--- config.mk ---
export PLATFORM = sky130hd
export DESIGN_NAME = dma_xfer_sched
export DESIGN_NICKNAME = d
export VERILOG_FILES = /design/src/rtl/dma_xfer_sched.sv
export SDC_FILE = /design/constraint.sdc
export NUM_CORES = 1
export LEC_CHECK = 0
export CELL_PAD_IN_SITES_DETAIL_PLACEMENT = 0
export CELL_PAD_IN_SITES_GLOBAL_PLACEMENT = 1
export CORE_MARGIN = 4
export CORE_UTILIZATION = 46
export DETAILED_ROUTE_END_ITERATION = 8
export PLACE_DENSITY = 0.95
export SLEW_MARGIN = 20
export SYNTH_ARGS = -nofsm -noshare
export SYNTH_HDL_FRONTEND = slang
export SYNTH_SLANG_ARGS = --single-unit
export TNS_END_PERCENT = 30
--- constraint.sdc ---
create_clock -name clk -period 6.4 [get_ports clk]
set_input_delay 1.28 -clock clk [delete_from_list [all_inputs] [get_ports clk]]
set_output_delay 1.28 -clock clk [all_outputs]
set_load 0.05 [all_outputs]
--- src/rtl/dma_xfer_sched.sv ---
// Two-channel round-robin scheduler that sequences the ping-pong DMA and gates beats to the latched length.
// Optional watchdog abort is built when DMA_XFER_SCHED_WDOG_EN is defined.
module dma_xfer_sched #(
   parameter int LEN_W    = 16,
   parameter int INIT_CYC = 2,
   parameter int WDOG_CYC = 1024
) (
   input  logic             clk,
   input  logic             resetn,
   input  logic [1:0]       req,
   input  logic [1:0]       req_mode,
   input  logic [LEN_W-1:0] req_len0,
   input  logic [LEN_W-1:0] req_len1,
   output logic [1:0]       gnt,
   output logic [1:0]       done,
   output logic             err,
   output logic             busy,
   output logic             dma_mode,
   output logic             dma_resetn,
   input  logic             src_fire,
   input  logic             dst_fire,
   output logic             src_gate,
   output logic             dst_gate
);
   localparam int INIT_W = $clog2(INIT_CYC + 1);
   localparam logic [LEN_W:0] CNT_ONE = 1;

   typedef enum logic [2:0] {S_IDLE, S_INIT, S_RUN, S_DRAIN, S_DONE} state_t;

   state_t             state_reg, state_next;
   logic               ch_reg, ch_next;
   logic               mode_reg, mode_next;
   logic               rr_reg, rr_next;
   logic [LEN_W-1:0]   len_reg, len_next;
   logic [INIT_W-1:0]  init_cnt_reg, init_cnt_next;
   logic [LEN_W:0]     src_cnt_reg, src_cnt_next;
   logic [LEN_W:0]     dst_cnt_reg, dst_cnt_next;
   logic [LEN_W:0]     src_tgt, dst_tgt;
   logic               win;
   logic [LEN_W-1:0]   win_len;
   logic               active;

`ifdef DMA_XFER_SCHED_WDOG_EN
   localparam int WDOG_W = $clog2(WDOG_CYC + 1);
   logic [WDOG_W-1:0]  wdog_cnt_reg, wdog_cnt_next;
   logic               abort_reg, abort_next;
`endif

   // The byte side counts one beat per byte, the nibble side two.
   assign src_tgt = mode_reg ? {1'b0, len_reg} : {len_reg, 1'b0};
   assign dst_tgt = mode_reg ? {len_reg, 1'b0} : {1'b0, len_reg};
   assign active  = (state_reg == S_RUN) || (state_reg == S_DRAIN);

   always_comb begin
      win = rr_reg;
      if (req == 2'b01) begin
         win = 1'b0;
      end else if (req == 2'b10) begin
         win = 1'b1;
      end
      win_len      = win ? req_len1 : req_len0;
      win_len[2:0] = 3'b000;
   end

   always_comb begin
      state_next    = state_reg;
      ch_next       = ch_reg;
      mode_next     = mode_reg;
      rr_next       = rr_reg;
      len_next      = len_reg;
      init_cnt_next = init_cnt_reg;
      src_cnt_next  = src_cnt_reg;
      dst_cnt_next  = dst_cnt_reg;
      gnt           = 2'b00;
      done          = 2'b00;
      busy          = (state_reg != S_IDLE);
      dma_mode      = mode_reg;
      dma_resetn    = active;
      src_gate      = (state_reg == S_RUN) && (src_cnt_reg < src_tgt);
      dst_gate      = active && (dst_cnt_reg < dst_tgt);
      if (state_reg != S_IDLE) begin
         gnt = ch_reg ? 2'b10 : 2'b01;
      end
      if (state_reg == S_DONE) begin
         done = gnt;
      end

      case (state_reg)
         S_IDLE: begin
            if (req != 2'b00) begin
               ch_next       = win;
               mode_next     = req_mode[win];
               rr_next       = ~win;
               len_next      = win_len;
               init_cnt_next = '0;
               src_cnt_next  = '0;
               dst_cnt_next  = '0;
               state_next    = (win_len == '0) ? S_DONE : S_INIT;
            end
         end
         S_INIT: begin
            init_cnt_next = init_cnt_reg + INIT_W'(1);
            if (init_cnt_reg == INIT_W'(INIT_CYC - 1)) begin
               state_next = S_RUN;
            end
         end
         S_RUN: begin
            if (src_fire && (src_cnt_reg < src_tgt)) begin
               src_cnt_next = src_cnt_reg + CNT_ONE;
            end
            if (src_cnt_reg == src_tgt) begin
               state_next = S_DRAIN;
            end
         end
         S_DRAIN: begin
            if (dst_cnt_reg == dst_tgt) begin
               state_next = S_DONE;
            end
         end
         S_DONE:  state_next = S_IDLE;
         default: state_next = S_IDLE;
      endcase

      if (active && dst_fire && (dst_cnt_reg < dst_tgt)) begin
         dst_cnt_next = dst_cnt_reg + CNT_ONE;
      end

`ifdef DMA_XFER_SCHED_WDOG_EN
      wdog_cnt_next = wdog_cnt_reg;
      abort_next    = abort_reg;
      if (state_reg == S_IDLE) begin
         abort_next = 1'b0;
      end
      if (state_reg == S_INIT) begin
         wdog_cnt_next = '0;
      end else if (active) begin
         // A stalled datapath overrides any normal transition.
         if (src_fire || dst_fire) begin
            wdog_cnt_next = '0;
         end else if (wdog_cnt_reg == WDOG_W'(WDOG_CYC - 1)) begin
            state_next = S_DONE;
            abort_next = 1'b1;
         end else begin
            wdog_cnt_next = wdog_cnt_reg + WDOG_W'(1);
         end
      end
`endif
   end

`ifdef DMA_XFER_SCHED_WDOG_EN
   assign err = (state_reg == S_DONE) && abort_reg;
`else
   assign err = 1'b0;
`endif

   always_ff @(posedge clk or negedge resetn) begin
      if (!resetn) begin
         state_reg    <= S_IDLE;
         ch_reg       <= 1'b0;
         mode_reg     <= 1'b0;
         rr_reg       <= 1'b0;
         len_reg      <= '0;
         init_cnt_reg <= '0;
         src_cnt_reg  <= '0;
         dst_cnt_reg  <= '0;
`ifdef DMA_XFER_SCHED_WDOG_EN
         wdog_cnt_reg <= '0;
         abort_reg    <= 1'b0;
`endif
      end else begin
         state_reg    <= state_next;
         ch_reg       <= ch_next;
         mode_reg     <= mode_next;
         rr_reg       <= rr_next;
         len_reg      <= len_next;
         init_cnt_reg <= init_cnt_next;
         src_cnt_reg  <= src_cnt_next;
         dst_cnt_reg  <= dst_cnt_next;
`ifdef DMA_XFER_SCHED_WDOG_EN
         wdog_cnt_reg <= wdog_cnt_next;
         abort_reg    <= abort_next;
`endif
      end
   end
endmodule

# After elaboration in Yosys (flattened, before gate mapping)

Cells that the tools add are included.

Flip-flop bits (word level): 55
Output and inout bits: 10
Logic and storage cells: 71

$add $sub $neg: 3
Order comparisons: 3
Eq/ne operators: 14
Multiplexer cells: 23
Bitwise operators: 1
Reduce and logical (&&, ||, !) cells: 19

Operators with widths:

| operator              | number |
|---|---|
| $mux 17               | 6 |
| $add 17x1->17 const B | 2 |
| $eq 17x17->1          | 2 |
| $lt 17x17->1          | 2 |
| $pmux 17 s2           | 1 |
| $logic_not 16->1      | 1 |
| $mux 16               | 1 |
| $mux 3                | 5 |
| $pmux 3 s4            | 1 |
| $reduce_bool 2->1     | 5 |
| $mux 2                | 4 |
| $eq 3x2->1 const B    | 2 |
| $ne 2x1->1 const B    | 3 |
| $reduce_and 2->1      | 3 |
| $logic_and 1x1->1     | 5 |
| $eq 2x1->1 const B    | 2 |
| $mux 1                | 4 |
| $ne 2x2->1 const B    | 2 |
| $pmux 2 s2            | 1 |
| $reduce_and 4->1      | 1 |
| $eq 3x1->1 const B    | 1 |
| $eq 3x3->1 const B    | 1 |
| $logic_not 3->1       | 1 |
| $reduce_and 3->1      | 1 |
| 6 further kinds       | 6 |

# Longest topological paths before layout

Depth after elaboration: 8
Gate-level depth with buffers: 10

# Least setup slack after synthesis

Ideal clock, no wire load.

Path type: register to output
Start point: register mode_reg (netlist: dma_mode)
End point: output port dst_gate
Arrival time: 3456 ps
Required time: 5120 ps
Path slack: 1664 ps
Stages on the path, launching flop included: 10
Buffers on the path: 3
Cell sequence: dfrtp_1 -> clkbuf_1 -> clkbuf_1 -> a21oi_1 -> ha_1 -> a21oi_1 -> a21boi_0 -> o31a_1 -> buf_2 -> a211oi_1

Longest elaborated chain between the ends: 3

RTL lines:

| item                     | RTL line | text |
|---|---|---|
| start: declaration       | 32       | `logic mode_reg, mode_next;` |
| start signal: assignment | 173      | `mode_reg <= mode_next;` |
| $mux 17                  | 51       | `assign dst_tgt = mode_reg ? {len_reg, 1'b0} : {1'b0, len_reg};` |
| $lt 17x17->1             | 80       | `dst_gate = active && (dst_cnt_reg < dst_tgt);` |
| $logic_and 1x1->1        | 80       |  |
| end: declaration         | 23       | `output logic dst_gate` |

No other way between the ends.

# Final worst setup path

Ends and elaborated chain as after synthesis.

==> results by group <==
Clocking
  • H-tree depth: 2
  • Clock buffer depth: 2
  • Post-cts hold buffer count: 0
  • Post-CTS setup buffers: 0
  • CTS tree: done
  • Sinks on the clock net: between 50 and 60
  • Clock slew at the register clock pins of the worst setup and hold paths: 0.10 ns
  • Clock latency reported for the late side of the worst-skew pair: 0.31 ns
  • Number of buffers created by CTS: 5
  • Root Driver: sky130_fd_sc_hd__clkbuf_8
  • Number of gates resized after CTS: 0

Hold path
  • Count of cells along the worst hold path: 2
  • Hold Crit Class: register to register

Global routing
  • Number of antenna violations at the first check in global routing: 0
  • Total track usage: 20.6%
  • Via count of the first global-routing pass: 3631
  • Total overflow reported by the global router: 0
  • Maximum number of pins on one net before global-route repair: 56
  • Wire length of the first global-routing pass: 17200 µm

Critical path
  • Worst Reg-to-Reg Cells: 9
  • Largest driver fanout on the critical path: 20
  • Critical path start-end classification: register to primary output
  • Required arrival time at the worst endpoint: 5.12 ns
  • Minimum setup slack among reg-to-reg paths: 2.99 ns
  • Arr. time, crit path: approximately 3.7 ns
  • Element type at the critical path start: register
  • Worst Setup End Kind: primary output

Finish
  • Count of antenna diodes in the layout: 0
  • Area delta synth->final: 14.5%
  • Layout filler cell count: 768
  • Fraction of final layout cells sized beyond drive strength 1: 6.45%
  • Net total in the final layout: 584
  • Final design utilization: ~55%

Logic synthesis
  • Share of synthesized cell area in full adder, half adder and majority cells: 10.4%
  • Count of flip-flops with a built-in enable after synthesis: 0
  • Seq/Total Area, Yosys: 33.9%
  • Fraction of synthesis flops using an asynchronous set or reset pin: 100%
  • Xor/xnor share of the synthesized area: 0%
  • Synthesized netlist cell count: 474
  • Ys flop type: sky130_fd_sc_hd__dfrtp_1
  • Number of synthesized register bits: 55
  • Cell area after synthesis: 4060 µm²
  • Share of the synthesized area in compound gates (AO/OA/AOI/OAI): 21.0%
  • Count of warnings emitted by yosys: 0
  • Top post-synthesis cells by count: sky130_fd_sc_hd__nand2_1, sky130_fd_sc_hd__dfrtp_1, sky130_fd_sc_hd__a21oi_1, sky130_fd_sc_hd__ha_1
  • Most frequent cell after synthesis: sky130_fd_sc_hd__nand2_1
  • Nets in the synthesized netlist: 547
  • Top area cells in the synthesized netlist: sky130_fd_sc_hd__dfrtp_1, sky130_fd_sc_hd__ha_1, sky130_fd_sc_hd__nand2_1
  • Simple logic cell fraction of the synthesized area: 24.5%
  • Mean cell area of the mapped netlist: 8.56 µm²
  • Count of unique library cells instantiated by Yosys: 53
  • Multiplexer share of the synthesized area: 5.21%
  • Cell taking the most area after synthesis: sky130_fd_sc_hd__dfrtp_1
  • Dominant combinational cell family by area after synthesis: simple AND/OR/NAND/NOR gates
  • Fraction of synthesized cell area taken by the top area cell type: 33.9%

Drt
  • Number of nets still failing antenna checks after routing: 0
  • Routed vias: 3721
  • WL per Instance: 16.1 µm
  • Routed WL: 9960 µm
  • Vias per Instance: a little over 6
  • DRC violation count after routing: 0
  • First-pass DRT Iterations: 4
  • Number of DRC violations after detailed-routing iteration 0: roughly 180

Power
  • P_int: 873 µW
  • Switching power: 846 µW
  • Peak ir drop on the vdd network: 0.479 mV
  • Share of power burned in combinational logic: 56.6%
  • Leakage: ~0.0019 µW
  • Power density normalized to cell area: 370 nW/µm²
  • Switching portion of total power: 49.2%
  • Flop pwr share: 32.2%
  • Relative contribution of the clock network to total power: 11.3%

Die
  • Number of top-level pins: 50
  • Chip Height: 102 µm
  • Die area: 10400 µm²
  • Number of cell rows: 33
  • Initial standard-cell utilization of the core: between 40% and 50%
  • Die outline width: approximately 100 µm
  • CORE AREA: 8380 µm²

STA
  • Final clock skew: between 0.005 and 0.006 ns
  • Post-route worst setup slack: 1.44 ns
  • Highest clock rate: 202 MHz
  • Hold_ws: 0.505 ns
  • Summed negative setup slack over all endpoints: 0 ns
  • Relative slew margins: about two fifths
  • Max-slew violation count: 0
  • Slew at the pin with the worst max-slew slack: 0.899 ns
  • Unrepaired setup endpoints after global routing: no
  • Final critical path time including I/O delays and setup: 4.96 ns
  • Final hold violation count: 0
  • # setup viols final: 0
  • Final Cycle Share: 77.5%

Place
  • Count of input and output buffers: 42
  • Pre-CTS setup slack: 1.80 ns
  • Final weighted congestion in routability-driven placement: roughly 0.87
  • Estimated wirelength of the detail-placed design: 7670 µm

Status
  • Run status: completed

Run
  • MaxCap Viol Count: 0
[logic make-up (layout without fill, tap and decap cells)]
family | count (synthesis) | after routing
other | 1 | 1
AO/OA/AOI/OAI | 130 | 130
AND/OR/NAND/NOR | 187 | 187
flip-flops | 55 | 55
adder cells (fa/ha/maj) | 34 | 34
multiplexers | 21 | 21
buffers and inverters | 46 | 84
[path summary, 6_finish.rpt]
check                                       start                          to
setup / recovery             dma_mode$_DFFE_PN0P_                    dst_gate
hold / removal             len_reg[3]$_DFFE_PN0P_      len_reg[3]$_DFFE_PN0P_
setup reg to reg             dma_mode$_DFFE_PN0P_  dst_cnt_reg[7]$_DFFE_PN0P_
hold reg to reg            len_reg[3]$_DFFE_PN0P_      len_reg[3]$_DFFE_PN0P_
max in group asynchronous                  resetn  src_cnt_reg[3]$_DFFE_PN0P_
min in group asynchronous                  resetn  dst_cnt_reg[3]$_DFFE_PN0P_
[power groups by stage]
| stage | logic, µW | registers (µW) | clock network [µW] |
|---|---|---|---|
| floorplan | 746 | 509 | 0 |
| global placement | 949 | 551 | 0 |
| detailed placement | 975 | 557 | 0 |
| CTS | 980 | 550 | 199 |
| global route | 1100 | 569 | 212 |
| finish | 973 | 553 | 194 |
[through the flow]
stage | total power, µW | instances | area [µm²]
3_5_place_dp | 1530 | 609 | 4560
4_1_cts | 1730 | 617 | 4640
2_1_floorplan | 1260 | 474 | 4060
5_1_grt | 1890 | 617 | 4640
6_report | 1720 | 617 | 4640
3_3_place_gp | 1500 | 609 | 4560
[worst max-delay path, stage by stage, from the launching register on]
cell	delay (ns)
sky130_fd_sc_hd__dfrtp_1	0.60
sky130_fd_sc_hd__nand2b_1	0.27
sky130_fd_sc_hd__a21boi_0	0.13
sky130_fd_sc_hd__ha_1	0.31
sky130_fd_sc_hd__nand2_1	0.10
sky130_fd_sc_hd__nor4_2	0.63
sky130_fd_sc_hd__o31a_1	0.50
sky130_fd_sc_hd__a211oi_1	0.09
sky130_fd_sc_hd__clkdlybuf4s50_1	0.73
[layout make-up]
| cell class | instances | area, µm² | share of cell area (%) |
|---|---|---|---|
| clock buffer | 7 | 76.3 | 1.64 |
| clock inverter | 1 | 5.00 | 0.108 |
| inverter | 27 | 101 | 2.18 |
| multi-input combinational | 373 | 2490 | 53.5 |
| sequential | 55 | 1380 | 29.6 |
| tap | 105 | 131 | 2.83 |
| timing repair buffer | 49 | 468 | 10.1 |
[cells in the final DEF, fill, tap and decap left out, types with 2 or more instances in the layout]
cell type and instances:
sky130_fd_sc_hd__nand2_1 60, sky130_fd_sc_hd__dfrtp_1 55, sky130_fd_sc_hd__clkdlybuf4s50_1 41, sky130_fd_sc_hd__a21oi_1 40, sky130_fd_sc_hd__ha_1 33, sky130_fd_sc_hd__inv_1 27
sky130_fd_sc_hd__o21ai_0 27, sky130_fd_sc_hd__nand3_1 25, sky130_fd_sc_hd__mux2i_1 20, sky130_fd_sc_hd__nor2_1 19, sky130_fd_sc_hd__a31oi_1 15, sky130_fd_sc_hd__nor2b_1 14
sky130_fd_sc_hd__nand4_1 12, sky130_fd_sc_hd__nor3_1 11, sky130_fd_sc_hd__o221ai_1 11, sky130_fd_sc_hd__or4_1 8, sky130_fd_sc_hd__buf_4 7, sky130_fd_sc_hd__and3_1 6
sky130_fd_sc_hd__nor4_1 6, sky130_fd_sc_hd__nand2b_1 5, sky130_fd_sc_hd__a21boi_0 5, sky130_fd_sc_hd__a221o_1 5, sky130_fd_sc_hd__and4_1 5, sky130_fd_sc_hd__clkbuf_8 5
sky130_fd_sc_hd__o31ai_1 4, sky130_fd_sc_hd__o21ai_2 3, sky130_fd_sc_hd__o31a_1 3, sky130_fd_sc_hd__nor4_2 3, sky130_fd_sc_hd__a211oi_1 3, sky130_fd_sc_hd__o2111a_1 3
sky130_fd_sc_hd__a31o_2 3, sky130_fd_sc_hd__and2b_2 2, sky130_fd_sc_hd__and2_1 2, sky130_fd_sc_hd__nor4b_1 2, sky130_fd_sc_hd__or3_1 2, sky130_fd_sc_hd__clkbuf_1 2
[metal layers]
layer	up-vias	GRT usage [%]	share of wire, %
li1	1843	-	-
met1	1737	29.5	47
met2	123	32.2	45
met3	18	2.59	6.2
met4	0	7.67	2.4
met5	-	0	0
Power figures use the tool's default switching activity.
==> patch 1: new RTL, same flow settings <==
The option `DMA_XFER_SCHED_WDOG_EN` is turned on by a define.
--- a/src/rtl/dma_xfer_sched.sv
+++ b/src/rtl/dma_xfer_sched.sv
@@ -1,4 +1,6 @@
 // Two-channel round-robin scheduler that sequences the ping-pong DMA and gates beats to the latched length.
 // Optional watchdog abort is built when DMA_XFER_SCHED_WDOG_EN is defined.
+`define DMA_XFER_SCHED_WDOG_EN
+
 module dma_xfer_sched #(
    parameter int LEN_W    = 16,
Check against the original RTL: same outputs for any inputs over 10 cycles, from zero or initial values and one cycle with resetn low; that may be too few to reach the edited logic, so the function may still have changed.
==> patch 1 against the original RTL <==
  * Wire length increased by 8.7%
  * Synthesized cell count increased by 8.0%
  * Via count increased by 6.5%
  * Hold slack got worse by 0.019 ns
  * Power increased by 13%
  * Area after synthesis increased by 11%
  * Cell area increased by 13%
  * Setup slack improved by 0.15 ns
  * Fmax increased by 3.1%
  * Sequential cell count increased by 12
  * Combinational power decreased by 8.8%
  * Critical path type unchanged
  * Largest cell class unchanged
  * Largest power group unchanged
==> patch 1: results (changes against the original RTL) <==
I/O Buffers 43 (+2.4%); CP arrival 3.53 ns (-0.15 ns); first-pass GRT wire length 19000 um (+10%); worst rel slew slack 40.6% (+0.95 points); pin count of the biggest net entering global routing 68 (+21%); most instantiated cells after synthesis dfrtp_1 (67), nand2_1 (55), a21oi_1 (42); Num CTS Buffers 9 (+4); DRT Pass-1 Iters 4 (unchanged); Hold Crit Class flip-flop to flip-flop; vias in the first global route 3969 (+9.3%); routability cong. 0.810 (-6.6%); FFs w/ async S/R, synth 100% (unchanged); post_cts resized 0 (unchanged); Placed Area 0.00504 mm^2 (+10%); syn_nets 586 (+7.1%); worst hold path startpoint wdog_cnt_reg[10]$_DFFE_PN0P_; Layout fillers 871 (+13%); synth top area cells dfrtp_1 (37%), ha_1 (9.5%), mux2i_1 (5.1%), a21oi_1 (4.7%), nand2_1 (4.6%); part of the Yosys area used for sequential elements 37.3% (+3.4 points); Syn. warnings 0 (unchanged); DP HPWL 8080 um (+5.4%); Clock Pin Slew Worst Setup and Hold Paths 0.08 ns (-0.02 ns); Total GRT Usage 20.6% (-0.052 points); Layout Nets 624 (+6.8%); H-tree lvl count 3 (+1); Sw Share 44.3% (-5.0 points); Antenna Cells 0 (unchanged); share of layout cells above drive strength 1 7.21% (+0.76 points); vias per cell 5.79 (-3.9%); Crit. Startpoint dma_mode$_DFFE_PN0P_; root buf cell clkbuf_8; Lkg Pwr 2.30 nW (+19%); Unique masters post-synth 53 (unchanged); Max Buffers Root-to-Sink 2 (unchanged); clk_skew 0.00855 ns (+0.00257 ns); clk_lat worst skew 0.37 ns (+0.06 ns); initial antenna violation count 0 (unchanged); CP max FO 40 (+100%); pre-CTS WS 1.65 ns (-0.146 ns); Post-DRT Antenna Nets 0 (unchanged); final wirelength 10800 um (+8.7%); 1st-iter DRT viols 153 (-14%); status finished, final reports clean; worst vdd ir 0.000294 V (-39%); Post-CTS Setup Bufs 0 (unchanged)
-- patch 1: cell types whose count changed in the layout (fill, tap and decap cells not counted), sizes merged, moves of 8 or more --
| cell | delta |
|---|---|
| a31oi | -12 |
| dfrtp | +12 |
| nor2 | +16 |
| o21ai | +10 |
| o221ai | -11 |
| o31ai | +8 |
-- patch 1: final cells by class --
type	count	area, um^2	share of cell area [%]
Clock buffer	9	124	2.36
Clock inverter	7	83.8	1.60
Inverter	17	63.8	1.22
Multi-Input combinational cell	407	2670	50.9
Sequential cell	67	1680	32.0
Tap cell	129	161	3.08
Timing Repair Buffer	48	463	8.83
-- patch 1: per-layer routing --
| layer | vias to the layer above | part of all wire [%] | GRT usage, % |
|---|---|---|---|
| li1 | 1961 | - | - |
| met1 | 1911 | 48 | 27.7 |
| met2 | 76 | 47 | 33.5 |
| met3 | 15 | 4.1 | 3.07 |
| met4 | 0 | 1.7 | 7.95 |
| met5 | - | 0 | 0 |
-- patch 1: logic make-up after synthesis --
family                     Yosys count  synth area share (%)
muxes                               27                  6.12
xor gates and xnor gates             3                 0.585
buffers and inverters               38                  3.45
adders and majority gates           35                  9.69
and+or+nand+nor                    209                  24.2
AOI/OAI and AO/OA                  133                  18.7
DFF                                 67                  37.3
-- patch 1: critical path, cell delays in order (launching register included) --
cell             delay [ns]
dfrtp_2                0.74
nor2b_1                0.13
a21oi_1                0.15
ha_1                   0.27
a211oi_1               0.22
o21ai_0                0.20
a221oi_4               0.40
nand2_1                0.16
inv_1                  0.08
clkdlybuf4s50_1        0.80
-- patch 1: final timing paths --
kind / to / slack (ns) / cells past startpoint
hold / removal: wdog_cnt_reg[10]$_DFFE_PN0P_ / 0.49 / 1
hold reg to reg: wdog_cnt_reg[10]$_DFFE_PN0P_ / 0.49 / 1
min in group asynchronous: dst_cnt_reg[0]$_DFFE_PN0P_ / 1.07 / 2
max in group asynchronous: dma_mode$_DFFE_PN0P_ / 4.66 / 2
setup reg to reg: dst_cnt_reg[0]$_DFFE_PN0P_ / 2.92 / 10
setup / recovery: src_gate / 1.59 / 9
-- patch 1: metrics by stage --
stage          util (%)  cells
3_3_place_gp       53.7    668
5_1_grt            56.0    684
3_5_place_dp       53.7    668
4_1_cts            56.0    684
2_1_floorplan         -    512
6_report           56.0    684
-- patch 1: power groups by stage --
stage	Combinational [mW]	Clock, mW	Sequential, mW
2_1_floorplan	0.688	0	0.620
3_3_place_gp	0.857	0	0.666
3_5_place_dp	0.893	0	0.674
4_1_cts	0.897	0.387	0.667
5_1_grt	1.01	0.406	0.690
6_report	0.887	0.382	0.670
==> patch 2: new RTL, same flow settings <==
Made on the original files. Make the reset (`resetn`) synchronous in one clocked block.
--- a/src/rtl/dma_xfer_sched.sv
+++ b/src/rtl/dma_xfer_sched.sv
@@ -154,5 +154,5 @@
 `endif
 
-   always_ff @(posedge clk or negedge resetn) begin
+   always_ff @(posedge clk) begin
       if (!resetn) begin
          state_reg    <= S_IDLE;
Behaviour: differs if resetn is asserted again (counterexample within 4 cycles, from zero or initial values and one cycle with resetn low); with resetn held inactive, the same outputs for 10 cycles.
==> patch 2 against the original RTL <==
  * Non-clock buffer count fell by 5
  * Setup slack better by 0.29 ns
  * Cell area decreased by 7.5%
  * Combinational power down 48%
  * Largest power group unchanged
  * Largest cell class unchanged
  * Area after synthesis decreased by 8.4%
  * Wire length decreased by 4.7%
  * Power shrank 32%
  * Sequential cell count is the same
==> patch 2: results (changes against the original RTL) <==
clk_skew 0.00751 ns (+0.00154 ns); Placed Cells 588 (-3.4%); Placed Area 0.00419 mm^2 (-8.2%); Slew @ Worst Pin 1.11 ns (+0.213 ns); Layout Nets 566 (-3.1%); WL met1 4470 um (-3.5%); worst r2r src dma_mode$_SDFFE_PN0P_; DR WL met3 395 um (-36%); Unique masters post-synth 59 (+11%); Mapped Cells 463 (-2.3%); share of layout cells above drive strength 1 4.06% (-2.4 points); 1st-iter DRT viols 202 (+14%); pin count of the biggest net entering global routing 41 (-27%); worst hold path startpoint init_cnt_reg[0]$_SDFFE_PN0P_; vias after detailed routing 3551 (-4.6%); Worst Hold Slack 0.498 ns (-0.00689 ns); routability cong. 0.861 (-0.78%); Total GRT Usage 19.4% (-1.2 points); pwr dens 273 mW/mm^2 (-26%); synth top area cells dfxtp_1 (30%), ha_1 (11%), a21oi_1 (5.9%), mux2i_1 (4.8%), o21ai_0 (3.9%); DP HPWL 7210 um (-5.9%); met2 WL 4460 um (+0.13%); most instantiated cells after synthesis dfxtp_1 (55), a21oi_1 (44), nor2_1 (35); syn_nets 536 (-2.0%); CP max FO 40 (+100%); H-tree lvl count 2 (unchanged); worst vdd ir 0.000218 V (-55%); part of the Yosys area used for sequential elements 29.6% (-4.3 points); Hold Crit Class flip-flop to flip-flop; M1 GR Usage 26.2% (-3.3 points); CP arrival 3.39 ns (-0.29 ns); FFs w/ async S/R, synth 0% (-100 points); post-DR wirelength/cell 15.9 um (-1.2%); Antenna Cells 0 (unchanged); Lkg Pwr 1.64 nW (-16%); Max Buffers Root-to-Sink 2 (unchanged); worst reg2reg setup slack 2.86 ns (-0.13 ns); combinational power 0.507 mW (-48%); vias in the first global route 3265 (-10%); Reg-to-Reg End src_cnt_reg[9]$_SDFFE_PN0P_; PnR worst setup slack 1.73 ns (+0.290 ns); first-pass GRT wire length 15600 um (-9.5%); Internal 0.695 mW (-20%); status finished, final reports clean; GRT met3 Usage 2.71% (+0.12 points); CP endpoint dst_gate; CP max-delay cell dfxtp_2; vias per cell 5.97 (-1.0%); Global Route met2 Usage 32.4% (+0.11 points); Hold EP init_cnt_reg[0]$_SDFFE_PN0P_; clock group total power 0.227 mW (+17%)
## patch 2: cell types whose count changed after synthesis, sizes merged, moves of 8 or more
| cell | unedited run | this run |
|---|---|---|
| nand2 | 61 | 33 |
| a211oi | 3 | 14 |
| dfrtp | 55 | 0 |
| inv | 27 | 14 |
| a31oi | 15 | 7 |
| nor2 | 20 | 35 |
| o221ai | 11 | 0 |
| dfxtp | 0 | 55 |
## patch 2: cell type report
cell class	count	area, um^2
well taps	102	128
flip-flops and latches	55	1100
clock buffers	6	72.6
inverters	14	52.6
repair buffers	44	435
multi-input cells	373	2480
fillers	735	3510
clock inverters	1	30.0
## patch 2: kinds of logic (layout without fill, tap and decap cells)
kind of cell | Yosys count | in the layout | share of synthesized area (%)
simple gates | 192 | 192 | 28.3
other cells | 1 | 1 | 0.101
compound gates | 127 | 127 | 21.5
fa+ha+maj | 34 | 34 | 11.4
mux | 18 | 18 | 4.85
buf+inv | 35 | 65 | 3.94
flops | 55 | 55 | 29.6
xor+xnor | 1 | 1 | 0.236
